--- src/rtl/lv165_pkg.sv ---
// lv165_pkg: shared definitions for the 74LV165 scan controller.
//   lv165_state_e : scan FSM states
//   cnt_w(n)      : bits needed to hold counts 0..n
//   DEVICE_BITS   : bits contributed by one LV165 in a daisy chain
package lv165_pkg;

  localparam int unsigned DEVICE_BITS = 8;

  typedef enum logic [2:0] {
    ST_IDLE = 3'd0,
    ST_LOAD = 3'd1,
    ST_LOW  = 3'd2,
    ST_HIGH = 3'd3,
    ST_DONE = 3'd4
  } lv165_state_e;

  function automatic int unsigned cnt_w(input int unsigned n);
    return (n < 1) ? 1 : $clog2(n + 1);
  endfunction

endpackage

--- src/rtl/lv165_phase_timer.sv ---
// lv165_phase_timer: down-counter timing each FSM phase.
//   i_clk      : system clock
//   i_reset    : asynchronous active-low reset
//   i_load     : reload strobe (asserted on every state change)
//   i_load_val : phase length in clocks, >= 1
//   o_last     : high during the last clock of the current phase
module lv165_phase_timer
  import lv165_pkg::*;
#(
  parameter int unsigned MAX_COUNT = 2,
  localparam int unsigned CNT_W    = cnt_w(MAX_COUNT)
) (
  input  logic             i_clk,
  input  logic             i_reset,
  input  logic             i_load,
  input  logic [CNT_W-1:0] i_load_val,
  output logic             o_last
);

  logic [CNT_W-1:0] cnt_q, cnt_d;

  // Loading length-1 makes the phase entered on this edge last exactly
  // i_load_val clocks; the counter parks at zero and never wraps.
  always_comb begin
    cnt_d = cnt_q;
    if (i_load) begin
      cnt_d = i_load_val - CNT_W'(1);
    end else if (cnt_q != '0) begin
      cnt_d = cnt_q - CNT_W'(1);
    end
  end

  always_ff @(posedge i_clk or negedge i_reset) begin
    if (!i_reset) begin
      cnt_q <= '0;
    end else begin
      cnt_q <= cnt_d;
    end
  end

  assign o_last = (cnt_q == '0);

endmodule

--- src/rtl/lv165_scan_ctrl.sv ---
// lv165_scan_ctrl: drives a 74LV165 chain (SH/LD, SERCLK) and captures its
// serial output MSB-first into a WIDTH-bit word.
//   i_clk     : system clock          i_reset   : async active-low reset
//   i_start   : scan request (IDLE)   o_busy    : high outside IDLE
//   o_sh_ld_n : LV165 SH/LD           o_serclk  : LV165 CLK
//   i_q       : chain QH              o_data    : last captured word
//   o_valid   : one-cycle pulse when o_data is updated
module lv165_scan_ctrl
  import lv165_pkg::*;
#(
  parameter int unsigned WIDTH       = DEVICE_BITS,
  parameter int unsigned CLK_DIV     = 2,
  parameter int unsigned LOAD_CYCLES = 2
) (
  input  logic             i_clk,
  input  logic             i_reset,
  input  logic             i_start,
  output logic             o_busy,
  output logic             o_sh_ld_n,
  output logic             o_serclk,
  input  logic             i_q,
  output logic [WIDTH-1:0] o_data,
  output logic             o_valid
);

  localparam int unsigned PH_MAX = (LOAD_CYCLES > CLK_DIV) ? LOAD_CYCLES : CLK_DIV;
  localparam int unsigned PH_W   = cnt_w(PH_MAX);
  localparam int unsigned BIT_W  = cnt_w(WIDTH);

  lv165_state_e     state_q, state_d;
  logic [BIT_W-1:0] bit_cnt_q, bit_cnt_d;
  logic [WIDTH-1:0] sr_q, sr_d;
  logic [WIDTH-1:0] data_q, data_d;
  logic             valid_q, valid_d;
  logic             busy_q, busy_d;
  logic             sh_ld_n_q, sh_ld_n_d;
  logic             serclk_q, serclk_d;
  logic             q_q;
  logic             ph_load, ph_last;
  logic [PH_W-1:0]  ph_val;

  lv165_phase_timer #(
    .MAX_COUNT(PH_MAX)
  ) u_phase (
    .i_clk     (i_clk),
    .i_reset   (i_reset),
    .i_load    (ph_load),
    .i_load_val(ph_val),
    .o_last    (ph_last)
  );

  always_comb begin
    state_d   = state_q;
    bit_cnt_d = bit_cnt_q;
    sr_d      = sr_q;
    data_d    = data_q;
    valid_d   = 1'b0;

    case (state_q)
      ST_IDLE: begin
        if (i_start) begin
          state_d   = ST_LOAD;
          bit_cnt_d = '0;
        end
      end
      ST_LOAD: begin
        if (ph_last) state_d = ST_LOW;
      end
      ST_LOW: begin
        // Sample before the SERCLK rise that shifts the chain.
        if (ph_last) begin
          sr_d      = {sr_q[WIDTH-2:0], q_q};
          bit_cnt_d = bit_cnt_q + BIT_W'(1);
          state_d   = ST_HIGH;
        end
      end
      ST_HIGH: begin
        if (ph_last) state_d = (bit_cnt_q == BIT_W'(WIDTH)) ? ST_DONE : ST_LOW;
      end
      ST_DONE: begin
        data_d  = sr_q;
        valid_d = 1'b1;
        state_d = ST_IDLE;
      end
      default: state_d = ST_IDLE;
    endcase

    // Outputs are decoded from the next state so the pins change on the
    // same edge as the state register, straight from flops.
    ph_load   = (state_d != state_q);
    ph_val    = (state_d == ST_LOAD) ? PH_W'(LOAD_CYCLES) : PH_W'(CLK_DIV);
    sh_ld_n_d = (state_d != ST_LOAD);
    serclk_d  = (state_d == ST_HIGH);
    busy_d    = (state_d != ST_IDLE);
  end

  always_ff @(posedge i_clk or negedge i_reset) begin
    if (!i_reset) begin
      state_q   <= ST_IDLE;
      bit_cnt_q <= '0;
      sr_q      <= '0;
      data_q    <= '0;
      valid_q   <= 1'b0;
      busy_q    <= 1'b0;
      sh_ld_n_q <= 1'b1;
      serclk_q  <= 1'b0;
      q_q       <= 1'b0;
    end else begin
      state_q   <= state_d;
      bit_cnt_q <= bit_cnt_d;
      sr_q      <= sr_d;
      data_q    <= data_d;
      valid_q   <= valid_d;
      busy_q    <= busy_d;
      sh_ld_n_q <= sh_ld_n_d;
      serclk_q  <= serclk_d;
      q_q       <= i_q;
    end
  end

  assign o_busy    = busy_q;
  assign o_sh_ld_n = sh_ld_n_q;
  assign o_serclk  = serclk_q;
  assign o_data    = data_q;
  assign o_valid   = valid_q;

endmodule

--- config.mk ---
export PLATFORM = sky130hd
export DESIGN_NAME = lv165_scan_ctrl
export DESIGN_NICKNAME = d
export VERILOG_FILES = /design/src/rtl/lv165_pkg.sv /design/src/rtl/lv165_phase_timer.sv /design/src/rtl/lv165_scan_ctrl.sv
export SDC_FILE = /design/constraint.sdc
export NUM_CORES = 1
export LEC_CHECK = 0
export ABC_AREA = 1
export BUFFER_PORTS_ARGS = -buffer_cell sky130_fd_sc_hd__buf_4
export CORE_ASPECT_RATIO = 0.6
export CORE_MARGIN = 5
export CORE_UTILIZATION = 50
export DETAILED_ROUTE_END_ITERATION = 8
export PLACE_DENSITY = 0.73
export SYNTH_ARGS = -nofsm -noshare
export SYNTH_HDL_FRONTEND = slang
export SYNTH_SLANG_ARGS = --single-unit
--- constraint.sdc ---
create_clock -name i_clk -period 3.1 [get_ports i_clk]
set_input_delay 0.62 -clock i_clk [delete_from_list [all_inputs] [get_ports i_clk]]
set_output_delay 0.62 -clock i_clk [all_outputs]
set_load 0.05 [all_outputs]
==> out/qor.yml <==
synth-edff-count: 0
grt_pass1_vias: 837
post-route-util_pct: 62.15
powerDensity_mw_per_mm2: 987.5
gr-total-overflow: 0
nets: 168
crit_path_frequent_cell: "inv_1"
intPower_w: 0.0009371
synth_fa_ha_area_share_pct: 2.717
hold_viol: 0
critPathMaxStageDelay_ps: 410
synthTopCellsByCount: "nand2_1, dfrtp_1, inv_1, o21ai_2, nor2_1"
coreArea_mm2: 0.002575
first_pass_iters: 4
cp-end-kind: "flop"
hpwl_um: 1704
synth_compound_area_share_pct: 12.95
grt_max_degree: 31
arrival_ps: 1990
routedWlPerCell_um: 12.14
r2r_end: "u_phase.cnt_q[1]"
vias: 954
maxCapViolations: 0
reg2reg_from: "u_phase.cnt_q[0]"
grt_usage_pct: 12.71
drt-total-wl_um: 2355
cp_slowest_cell: "nand3_2"
worstPathCellList: "inv_1 > ha_1 > nand3_2 > nand2_1 > inv_1 > nand4_1 > nor2_1"
fill_cells: 209
slew_headroom_pct: 73.76
drc: 0
cp_max_fo: 17
required_ps: 3260
cts.clk_slew.worst_paths_ps: 60
critPathLaunch: "u_phase.cnt_q[0]"
whs_ps: 258.7
grt_pass1_wl_um: 3933
cp-start-kind: "flop"
endpoint: "u_phase.cnt_q[1]"
finalSetupTns_ps: 0
status: "finished clean"
synth_ff_type: "dfrtp_1"
hp-class: "input pin to asynchronous set/reset pin"
drv_slew: 0
clockBufferDepth: 2
yosysWarningCount: 0
portBuffers: 15
htreeDepth: 2
crit_type: "flop to flop"
clock_skew_ps: 4.542
p_switching_w: 0.0006431
synth.cell_area_mm2: 0.001381
synth_fp_nets: 150
yosys-top-cells-area: "dfrtp_1, nand2_1, o21ai_2"
reg2regPathDepth: 7
layout_setup_ws_ps: 1271
reg2reg_slack_ps: 1270
clk_latency_ps: 270
die_w_um: 77.86
ys_ff_latch: 30
seq_power_share_pct: 38.4
p_leak_nw: 0.8074
rsz0062_at_grt: "false"
rows: 14
drt-initial-drc-count: 57
avgViaCountPerCell: 4.918
synth_most_common_cell: "nand2_1"
synthSimpleGateAreaFrac_pct: 19.84
postSynthCellCount: 143
pwr-share-clk_pct: 22.8
synth_top_area_share_pct: 52.54
cts_tree: "yes"
pin_count: 16
drive_gt1_share_pct: 28.40
syn2layout_area_growth_pct: 15.85
die_h_um: 50.72
postCtsResizedCells: 0
synth_seq_area_share_pct: 54.44
yosys.area.top_type: "dfrtp_1"
synth_top_family_by_area: "simple AND/OR/NAND/NOR gates"
async_flop_share_pct: 100.0
diodes: 0
ys_types: 22
initial_utilization_pct: 53.64
muxShareOfSynthArea_pct: 0
root_buffer: "clkbuf_8"
drtAntennaViolNets: 0
max_freq_ghz: 0.5469
vdd_drop_max_mv: 0.4275
post-place-ws_ps: 1278
gp_congestion: 0.8941
final-setup-viol-count: 0
cts_hold_buf: 0
power_frac_comb_pct: 38.8
tightest_slew_ps: 393.2
sw_frac_of_total_pct: 40.70
antenna_found_initial: 0
synth_area_per_cell_um2: 9.660
fp.dieArea_mm2: 0.003948
synth-xor-area-share_pct: 0.6341
cts_sinks: 30
post-cts-setup-buffers: 0
cts_buffers: 5
period_share_pct: 58.99
min_period_ps: 1829
power groups by stage:
stage	Combinational [W]	Clock (W)	Sequential, W
finish	0.000614	0.000360	0.000607
global route	0.000681	0.000385	0.000621
CTS	0.000618	0.000367	0.000606
detailed placement	0.000613	0	0.000612
global placement	0.000595	0	0.000608
floorplan	0.000405	0	0.000700
worst max-delay path: cells and delay by family (launching register included):
| family | cells | cell delay [ps] |
|---|---|---|
| flops | 1 | 390 |
| buf+inv | 2 | 140 |
| simple gates | 4 | 820 |
| fa+ha+maj | 1 | 360 |
worst min-delay path by stage:
stage          depth (start not counted)            to  slack [ps]
3_3_place_gp                           2       sr_q[0]         450
3_5_place_dp                           2       sr_q[0]         460
4_1_cts                                1           q_q         270
5_1_grt                                1       sr_q[0]         290
2_1_floorplan                          0  bit_cnt_q[0]         320
6_report                               1       sr_q[0]         260
final cells by class:
type                            count  area, um^2  area share [%]
Clock buffer                        8       110.1           6.880
Inverter                           23       86.33           5.395
Multi-Input combinational cell     86       499.2           31.20
Sequential cell                    30       752.0           46.99
Tap cell                           32       40.04           2.502
Timing Repair Buffer               15       112.6           7.037
placed cells by master, fill, tap and decap left out, drive strengths merged:
master and n:
nand2 31, dfrtp 29, inv 23, o21ai 20
buf 15, nor2 13, clkbuf 8, nand3 8
a21oi 3, nand4 3, ha 3, nor3 1
a41oi 1, xor2 1, nor3b 1, a31oi 1
dfstp 1
cell families (layout without fill, tap and decap cells):
kind of cell / after synthesis / after routing
and+or+nand+nor: 57 / 57
DFF: 30 / 30
buffers and inverters: 27 / 46
AOI/OAI and AO/OA: 25 / 25
adders and majority gates: 3 / 3
xor gates and xnor gates: 1 / 1
through the flow:
step / power, W / area (um^2) / std cells
floorplan: 0.001105 / 1381 / 143
global placement: 0.001203 / 1490 / 186
detailed placement: 0.001225 / 1490 / 186
CTS: 0.001591 / 1600 / 194
global route: 0.001687 / 1600 / 194
finish: 0.001580 / 1600 / 194
per-layer routing:
layer / wire, um / global-route usage, % / vias to the layer above
li1: - / - / 487
met1: 1154 / 18.05 / 431
met2: 993 / 17.59 / 32
met3: 177 / 5.536 / 4
met4: 29 / 3.429 / 0
met5: 0 / 0 / -
registers in the layout, summed over array words and instances, names as in the netlist:
signal / count
o_data: 8
state_q: 3
q_q: 1
o_busy: 1
sr_q: 8
bit_cnt_q: 4
o_valid: 1
u_phase.cnt_q: 2
o_serclk: 1
o_sh_ld_n: 1
No activity file was read; power rests on OpenSTA's default activity.
